--- config.mk ---
export PLATFORM = sky130hd
export DESIGN_NAME = load_store_unit
export DESIGN_NICKNAME = d
export VERILOG_FILES = /design/src/rtl/load_store_unit.sv
export SDC_FILE = /design/constraint.sdc
export NUM_CORES = 1
export LEC_CHECK = 0
export BUFFER_PORTS_ARGS = -buffer_cell sky130_fd_sc_hd__buf_2
export CAP_MARGIN = 20
export CELL_PAD_IN_SITES_DETAIL_PLACEMENT = 0
export CELL_PAD_IN_SITES_GLOBAL_PLACEMENT = 2
export CORE_MARGIN = 10
export CORE_UTILIZATION = 30
export CTS_CLUSTER_SIZE = 28
export DETAILED_ROUTE_END_ITERATION = 6
export GPL_ROUTABILITY_DRIVEN = 0
export PLACE_DENSITY_LB_ADDON = 0.1
export SLEW_MARGIN = 20
export SYNTH_ARGS = -nofsm -noshare
export SYNTH_HDL_FRONTEND = slang
export SYNTH_SLANG_ARGS = --single-unit
--- constraint.sdc ---
create_clock -name clk_i -period 2.8 [get_ports clk_i]
set_input_delay 0.14 -clock clk_i [delete_from_list [all_inputs] [get_ports clk_i]]
set_output_delay 0.14 -clock clk_i [all_outputs]
set_load 0.05 [all_outputs]
--- src/rtl/load_store_unit.sv ---
// Load/store unit: runs one req/ack data-memory access per start, with
// lane steering for stores, load extraction/extension, and fault flags.
module load_store_unit #(
    parameter int unsigned ACK_TIMEOUT = 255
) (
    input  logic        clk_i,
    input  logic        rst_i,
    input  logic        start_i,
    input  logic        is_store_i,
    input  logic [2:0]  funct3_i,
    input  logic [31:0] addr_i,
    input  logic [31:0] wdata_i,
    output logic        busy_o,
    output logic        done_o,
    output logic [31:0] result_o,
    output logic        misaligned_o,
    output logic        illegal_o,
    output logic        bus_err_o,
    output logic        mem_req_o,
    output logic        mem_we_o,
    output logic [31:0] mem_addr_o,
    output logic [3:0]  mem_be_o,
    output logic [31:0] mem_wdata_o,
    input  logic        mem_ack_i,
    input  logic [31:0] mem_rdata_i
);

    localparam int unsigned CNT_W = $clog2(ACK_TIMEOUT + 1);

    typedef enum logic [1:0] {
        S_IDLE,
        S_REQ,
        S_DONE
    } state_t;

    state_t            state_q, state_d;
    logic [CNT_W-1:0]  cnt_q, cnt_d;
    logic [1:0]        addr_lo_q, addr_lo_d;
    logic [2:0]        funct3_q, funct3_d;
    logic              is_store_q, is_store_d;

    logic              busy_q, busy_d;
    logic              done_q, done_d;
    logic [31:0]       result_q, result_d;
    logic              mis_q, mis_d;
    logic              ill_q, ill_d;
    logic              berr_q, berr_d;
    logic              mem_req_q, mem_req_d;
    logic              mem_we_q, mem_we_d;
    logic [31:0]       mem_addr_q, mem_addr_d;
    logic [3:0]        mem_be_q, mem_be_d;
    logic [31:0]       mem_wdata_q, mem_wdata_d;

    logic              illegal_c;
    logic              misaligned_c;
    logic [3:0]        st_be_c;
    logic [31:0]       st_wdata_c;
    logic [31:0]       rd_shift_c;
    logic [31:0]       ld_value_c;
    logic [CNT_W-1:0]  cnt_inc_c;

    // Decode legality, alignment and store lanes from the incoming request
    always_comb begin
        illegal_c    = 1'b1;
        misaligned_c = 1'b0;
        st_be_c      = 4'b0000;
        st_wdata_c   = 32'h0;
        if (is_store_i) begin
            illegal_c = !(funct3_i inside {3'b000, 3'b001, 3'b010});
        end else begin
            illegal_c = !(funct3_i inside {3'b000, 3'b001, 3'b010, 3'b100, 3'b101});
        end
        // Illegal codes take precedence, so alignment is only judged for legal ones
        if (!illegal_c) begin
            misaligned_c = ((funct3_i[1:0] == 2'b01) && addr_i[0]) ||
                           ((funct3_i[1:0] == 2'b10) && (addr_i[1:0] != 2'b00));
        end
        case (funct3_i[1:0])
            2'b00: begin
                st_be_c    = 4'(4'b0001 << addr_i[1:0]);
                st_wdata_c = {4{wdata_i[7:0]}};
            end
            2'b01: begin
                st_be_c    = 4'(4'b0011 << addr_i[1:0]);
                st_wdata_c = {2{wdata_i[15:0]}};
            end
            default: begin
                st_be_c    = 4'b1111;
                st_wdata_c = wdata_i;
            end
        endcase
    end

    // Extract and extend the addressed byte/halfword from the read data
    always_comb begin
        rd_shift_c = mem_rdata_i >> {addr_lo_q, 3'b000};
        case (funct3_q)
            3'b000:  ld_value_c = {{24{rd_shift_c[7]}}, rd_shift_c[7:0]};
            3'b001:  ld_value_c = {{16{rd_shift_c[15]}}, rd_shift_c[15:0]};
            3'b010:  ld_value_c = rd_shift_c;
            3'b100:  ld_value_c = {24'h0, rd_shift_c[7:0]};
            3'b101:  ld_value_c = {16'h0, rd_shift_c[15:0]};
            default: ld_value_c = 32'h0;
        endcase
    end

    assign cnt_inc_c = CNT_W'(cnt_q + CNT_W'(1));

    // Next-state and registered-output logic
    always_comb begin
        state_d     = state_q;
        cnt_d       = cnt_q;
        addr_lo_d   = addr_lo_q;
        funct3_d    = funct3_q;
        is_store_d  = is_store_q;
        busy_d      = 1'b0;
        done_d      = 1'b0;
        result_d    = 32'h0;
        mis_d       = 1'b0;
        ill_d       = 1'b0;
        berr_d      = 1'b0;
        mem_req_d   = mem_req_q;
        mem_we_d    = mem_we_q;
        mem_addr_d  = mem_addr_q;
        mem_be_d    = mem_be_q;
        mem_wdata_d = mem_wdata_q;

        case (state_q)
            S_IDLE: begin
                if (start_i) begin
                    addr_lo_d  = addr_i[1:0];
                    funct3_d   = funct3_i;
                    is_store_d = is_store_i;
                    busy_d     = 1'b1;
                    if (illegal_c || misaligned_c) begin
                        state_d = S_DONE;
                        done_d  = 1'b1;
                        ill_d   = illegal_c;
                        mis_d   = misaligned_c;
                    end else begin
                        state_d     = S_REQ;
                        cnt_d       = '0;
                        mem_req_d   = 1'b1;
                        mem_we_d    = is_store_i;
                        mem_addr_d  = {addr_i[31:2], 2'b00};
                        mem_be_d    = is_store_i ? st_be_c : 4'b1111;
                        mem_wdata_d = is_store_i ? st_wdata_c : 32'h0;
                    end
                end
            end
            S_REQ: begin
                busy_d = 1'b1;
                if (mem_ack_i) begin
                    state_d  = S_DONE;
                    done_d   = 1'b1;
                    result_d = is_store_q ? 32'h0 : ld_value_c;
                end else begin
                    cnt_d = cnt_inc_c;
                    if (cnt_inc_c == CNT_W'(ACK_TIMEOUT)) begin
                        state_d = S_DONE;
                        done_d  = 1'b1;
                        berr_d  = 1'b1;
                    end
                end
                if (mem_ack_i || (cnt_inc_c == CNT_W'(ACK_TIMEOUT))) begin
                    mem_req_d   = 1'b0;
                    mem_we_d    = 1'b0;
                    mem_addr_d  = 32'h0;
                    mem_be_d    = 4'b0000;
                    mem_wdata_d = 32'h0;
                end
            end
            S_DONE: begin
                state_d = S_IDLE;
            end
            default: begin
                state_d = S_IDLE;
            end
        endcase
    end

    // State and output registers with synchronous reset
    always_ff @(posedge clk_i) begin
        if (rst_i) begin
            state_q     <= S_IDLE;
            cnt_q       <= '0;
            addr_lo_q   <= 2'b00;
            funct3_q    <= 3'b000;
            is_store_q  <= 1'b0;
            busy_q      <= 1'b0;
            done_q      <= 1'b0;
            result_q    <= 32'h0;
            mis_q       <= 1'b0;
            ill_q       <= 1'b0;
            berr_q      <= 1'b0;
            mem_req_q   <= 1'b0;
            mem_we_q    <= 1'b0;
            mem_addr_q  <= 32'h0;
            mem_be_q    <= 4'b0000;
            mem_wdata_q <= 32'h0;
        end else begin
            state_q     <= state_d;
            cnt_q       <= cnt_d;
            addr_lo_q   <= addr_lo_d;
            funct3_q    <= funct3_d;
            is_store_q  <= is_store_d;
            busy_q      <= busy_d;
            done_q      <= done_d;
            result_q    <= result_d;
            mis_q       <= mis_d;
            ill_q       <= ill_d;
            berr_q      <= berr_d;
            mem_req_q   <= mem_req_d;
            mem_we_q    <= mem_we_d;
            mem_addr_q  <= mem_addr_d;
            mem_be_q    <= mem_be_d;
            mem_wdata_q <= mem_wdata_d;
        end
    end

    assign busy_o       = busy_q;
    assign done_o       = done_q;
    assign result_o     = result_q;
    assign misaligned_o = mis_q;
    assign illegal_o    = ill_q;
    assign bus_err_o    = berr_q;
    assign mem_req_o    = mem_req_q;
    assign mem_we_o     = mem_we_q;
    assign mem_addr_o   = mem_addr_q;
    assign mem_be_o     = mem_be_q;
    assign mem_wdata_o  = mem_wdata_q;

endmodule

# ---- Yosys cells after proc, flatten, opt, wreduce, memory -nomap -nowiden
# Cells that the tools add are included.
dict set report totals {
  ff_bits 123
  out_inout_bits 107
  elab_cells 105
}
dict set report classes {
  addsub 1
  n_eq_ne 17
  shift 3
  muxes 41
  n_bitwise 5
  reduce_logical 22
}
# cell count
set ops {}
lappend ops {{$mux 32} 6}
lappend ops {{$pmux 32 s2} 3}
lappend ops {{$pmux 32 s5} 1}
lappend ops {{$shr 32x5->32} 1}
lappend ops {{$mux 8} 3}
lappend ops {{$mux 4} 4}
lappend ops {{$pmux 4 s2} 2}
lappend ops {{$pmux 8 s2} 1}
lappend ops {{$eq 3x3->1 const B} 4}
lappend ops {{$mux 1} 12}
lappend ops {{$add 8x1->8 const B} 1}
lappend ops {{$eq 8x8->1 const B} 1}
lappend ops {{$mux 2} 4}
lappend ops {{$ne 2x2->1 const B} 4}
lappend ops {{$pmux 1 s2} 4}
lappend ops {{$reduce_and 4->1} 2}
lappend ops {{$reduce_or 4->1} 2}
lappend ops {{$eq 3x1->1 const B} 2}
lappend ops {{$eq 3x2->1 const B} 2}
lappend ops {{$logic_not 3->1} 2}
lappend ops {{$not 1->1} 5}
lappend ops {{$reduce_bool 5->1} 1}
lappend ops {{$eq 2x1->1 const B} 2}
lappend ops {{$logic_not 2->1} 2}
lappend ops {{other kinds (12)} 18}

# ---- Logic depth before layout (Yosys ltp)
dict set report logic_depth {
  word_depth 9
  ltp_mapped 9
  depth_no_buf 7
}

# ---- Least setup slack after synthesis
# Ideal clock, no wire load.
dict set report synth_timing {
  path_type {reg2reg}
  startpoint {reg addr_lo_q[0]}
  endpoint {reg result_q[23], in the netlist result_o[23]}
  setup_ns 0.071
  arrival_time_ns 1.793
  path_slack_ns 0.937
  stages_incl_launch_ff 8
  period_less_slack_ns 1.863
  path_cell_list {dfxtp_1 clkbuf_1 mux2_4 or4_1 buf_2 a21boi_4 buf_6 a21oi_2}
}
dict set report synth_between {
  elab_chain_cells 2
}
# element line
set synth_lines {}
lappend synth_lines {{start: declaration} 38} ;# logic [1:0] addr_lo_q, addr_lo_d;
lappend synth_lines {{start signal: assignment} 204} ;# addr_lo_q <= addr_lo_d;
lappend synth_lines {{$shr 32x5->32} 96} ;# rd_shift_c = mem_rdata_i >> {addr_lo_q, 3'b000};
lappend synth_lines {{$pmux 32 s5} 97} ;# case (funct3_q)
lappend synth_lines {{end signal: assignment} 209} ;# result_q <= result_d;
lappend synth_lines {{end: declaration} 44} ;# logic [31:0] result_q, result_d;
# No other way between the ends.
# A chain may end at the register's enable or synchronous reset.

# ---- Final worst setup path
dict set report layout_timing {
  startpoint {reg cnt_q[2]}
  endpoint {reg mem_we_q, in the netlist mem_we_o}
}
dict set report layout_between {
  elab_chain_cells 5
}
# element line
set layout_lines {}
lappend layout_lines {{start: declaration} 37} ;# logic [CNT_W-1:0] cnt_q, cnt_d;
lappend layout_lines {{start signal: assignment} 203} ;# cnt_q <= cnt_d;
lappend layout_lines {{$add 8x1->8} 107} ;# assign cnt_inc_c = CNT_W'(cnt_q + CNT_W'(1));
lappend layout_lines {{$eq 8x8->1} 165} ;# if (mem_ack_i || (cnt_inc_c == CNT_W'(ACK_TIMEOUT))) begin
lappend layout_lines {{$logic_or 1x1->1} 165}
lappend layout_lines {{$ne 2x2->1 (no line)} n/a}
lappend layout_lines {{$reduce_and 4->1 (no line)} n/a}
lappend layout_lines {{end signal: assignment} 214} ;# mem_we_q <= mem_we_d;
lappend layout_lines {{end: declaration} 49} ;# logic mem_we_q, mem_we_d;
# No other way between the ends.

==> reports/metrics.yaml <==
status: "completed"
setup_tns_ps: 0
clockRootBuffer: "clkbuf_16"
grt_pass1_wl_um: 30400
yosysWarnings: 0
timing.reg2reg.setup_slack_ps: 650
std_cell_rows: 49
worstMarginPinSlew_ps: 687
ctsResizeCount: 0
start_util_pct: 30.8
hp-class: "primary input to register"
nNetsFinal: 955
synth_top_family_by_area: "compound AO/OA/AOI/OAI gates"
vdd_drop_max_v: 0.000402
synth_compound_area_share_pct: 25.2
slew_headroom_pct: 54.2
die_h_um: 156
drv_cap: 0
synth_area_leaders: "dfxtp_1 43%, mux2i_1 7.0%, o41ai_1 5.0%"
synth_flop_cell: "dfxtp_1"
post-synth-top-area-fraction_pct: 43.4
setup_ws_ps: 649
power_density_nw_per_um2: 635
grt-ovfl-total: 0
drcViolationCount: 0
post_cts_buffers: 0
clock_sinks: 121
vias: 5523
cellLeakagePower_nw: 3.34
ios: 211
clkLatencyLatePin_ps: 410
worstSetupEndpointType: "register"
synthCells: 620
synth_most_common_cell: "dfxtp_1"
power_w: 0.00501
drive_gt1_share_pct: 33.4
drtIter0Drc: 192
reg2reg_depth: 6
hold_depth: 2
fin_area_um2: 7880
cts_tree: "done"
fmax_ghz: 0.465
avgSynthCellArea_um2: 9.01
finalClockSkew_ps: 6.39
finalSetupViolCount: 0
pre_cts_ws_ps: 653
critical_path_class: "register to register"
synth_async_sr_flop_share_pct: 0
cts_buffers: 17
grt_usage_pct: 15.4
cp-start-kind: "register"
ys_top_cells_by_count: "121 x dfxtp_1, 54 x nand2_1, 39 x mux2i_1"
grt_max_degree: 64
yosysUniqueCellTypes: 51
core_area_um2: 18100
vias_per_cell: 5.05
hpwl_um: 13700
synthXorXnorAreaFrac_pct: 0.471
synth_seq_cells: 121
antenna_found_initial: 3
period_minus_slack_ps: 2150
area_growth_syn_to_layout_pct: 41.1
grt_pass1_vias: 5711
clk_path_buf_depth: 2
fill_cells: 1797
drt_pass1_iterations: 4
ys_seq_area_share_pct: 43.4
final_max_slew_viol_count: 0
cp.arrival_ps: 2400
rsz0062_at_grt: "no"
ant_nets: 0
place_area_um2: 6800
hold_violations: 0
synth-adder-area-share_pct: 0.448
cts.hold.buffers_added: 47
totalWireLength_um: 19000
yosysTopAreaCell: "dfxtp_1"
dieArea_um2: 24500
cp_max_fo: 38
synth.mux.area_fraction_pct: 9.07
htreeDepth: 4
final.period_utilization_pct: 76.8
synth_edf_count: 0
utilization_pct: 43.4
synthSimpleGateAreaFrac_pct: 13.8
wl_per_cell_um: 17.4
fp.dieW_um: 156
critPathRequiredTime_ps: 3050
port-buffer-count: 208
clk_pin_slew_worst_paths_ps: 60
synth_area_um2: 5580
-- worst paths after layout --
kind / start / end
max reg2reg: cnt_q[2]$_SDFFE_PP0P_ / mem_we_o$_SDFFE_PP0P_
max: cnt_q[2]$_SDFFE_PP0P_ / mem_we_o$_SDFFE_PP0P_
min: wdata_i[2] / mem_wdata_o[2]$_SDFFE_PP0P_
min reg2reg: mem_wdata_o[10]$_SDFFE_PP0P_ / mem_wdata_o[10]$_SDFFE_PP0P_
-- sequential cells by signal, indices dropped and copies added, names as in the netlist, 2 cells and up --
name,flops
addr_lo_q,2
mem_addr_o,30
mem_be_o,4
result_o,32
cnt_q,8
state_q,2
mem_wdata_o,32
funct3_q,3
-- final cells by class --
| cell class | count | area (um2) | share of cell area [%] |
|---|---|---|---|
| antenna | 2 | 5.00 | 0.0635 |
| clock buffer | 21 | 460 | 5.84 |
| clock inverter | 11 | 146 | 1.86 |
| multi-input combinational | 400 | 2760 | 35.1 |
| tap | 229 | 287 | 3.64 |
| sequential | 121 | 2420 | 30.7 |
| timing repair buffer | 274 | 1670 | 21.1 |
| inverter | 35 | 131 | 1.67 |
-- metal layers --
layer | part of all wire (%) | global-route usage (%) | wire (um)
met1 | 44 | 18.1 | 8370
met2 | 46 | 24.9 | 8710
met3 | 8.7 | 6.61 | 1660
met4 | 1.3 | 4.81 | 255
met5 | 0.047 | 0 | 9
-- layout by cell type (no fill, tap or decap), types with 3 or more instances in the layout --
| cell type | Yosys | layout |
|---|---|---|
| or3_1 | 3 | 3 |
| a21oi_1 | 22 | 22 |
| o2bb2ai_1 | 16 | 16 |
| o21ai_0 | 26 | 26 |
| bufinv_16 | 0 | 3 |
| clkinvlp_4 | 0 | 5 |
| dlygate4sd3_1 | 0 | 47 |
| nand2b_1 | 5 | 5 |
| a22o_1 | 16 | 16 |
| dfxtp_1 | 121 | 121 |
| nor4_1 | 32 | 32 |
| mux2_2 | 9 | 9 |
| buf_2 | 15 | 208 |
| nand2_1 | 54 | 54 |
| nor2_1 | 29 | 29 |
| inv_1 | 35 | 35 |
| a211oi_1 | 15 | 15 |
| mux2i_1 | 39 | 39 |
| a31oi_1 | 35 | 35 |
| o41ai_1 | 32 | 32 |
| nand3_1 | 5 | 5 |
| a21oi_2 | 10 | 10 |
| buf_4 | 4 | 18 |
| a311oi_1 | 4 | 4 |
| nor2b_1 | 11 | 10 |
| clkbuf_16 | 0 | 17 |
-- where the power goes --
part / total, W / internal, W / leakage (nW) / switching, W
clock network: 0.00225 / 0.00144 / 0.281 / 0.000802
logic: 0.000917 / 0.000311 / 2.08 / 0.000605
registers: 0.00185 / 0.00180 / 0.982 / 0.0000467
total: 0.00501 / 0.00355 / 3.34 / 0.00145
-- through the flow --
stage                     hold WS [ps]  cells
after floorplan                    250    621
after global placement             363   1012
after detailed placement           371   1012
after CTS                        0.493   1091
after global routing              16.9   1091
final                             15.0   1093
-- critical path, cell delays in order, from the launching register on --
cell and delay (ps):
dfxtp_1 410, nand3_2 160, or3_1 420, a211o_1 350
nand2b_1 80, buf_4 380, o221ai_1 180
-- cells by family after synthesis --
group / count (synthesis)
AOI/OAI and AO/OA: 192
xor gates and xnor gates: 3
adders and majority gates: 2
buffers and inverters: 100
DFF: 121
muxes: 49
other: 1
and+or+nand+nor: 152
Note: power is estimated with default switching activity, not from simulation.
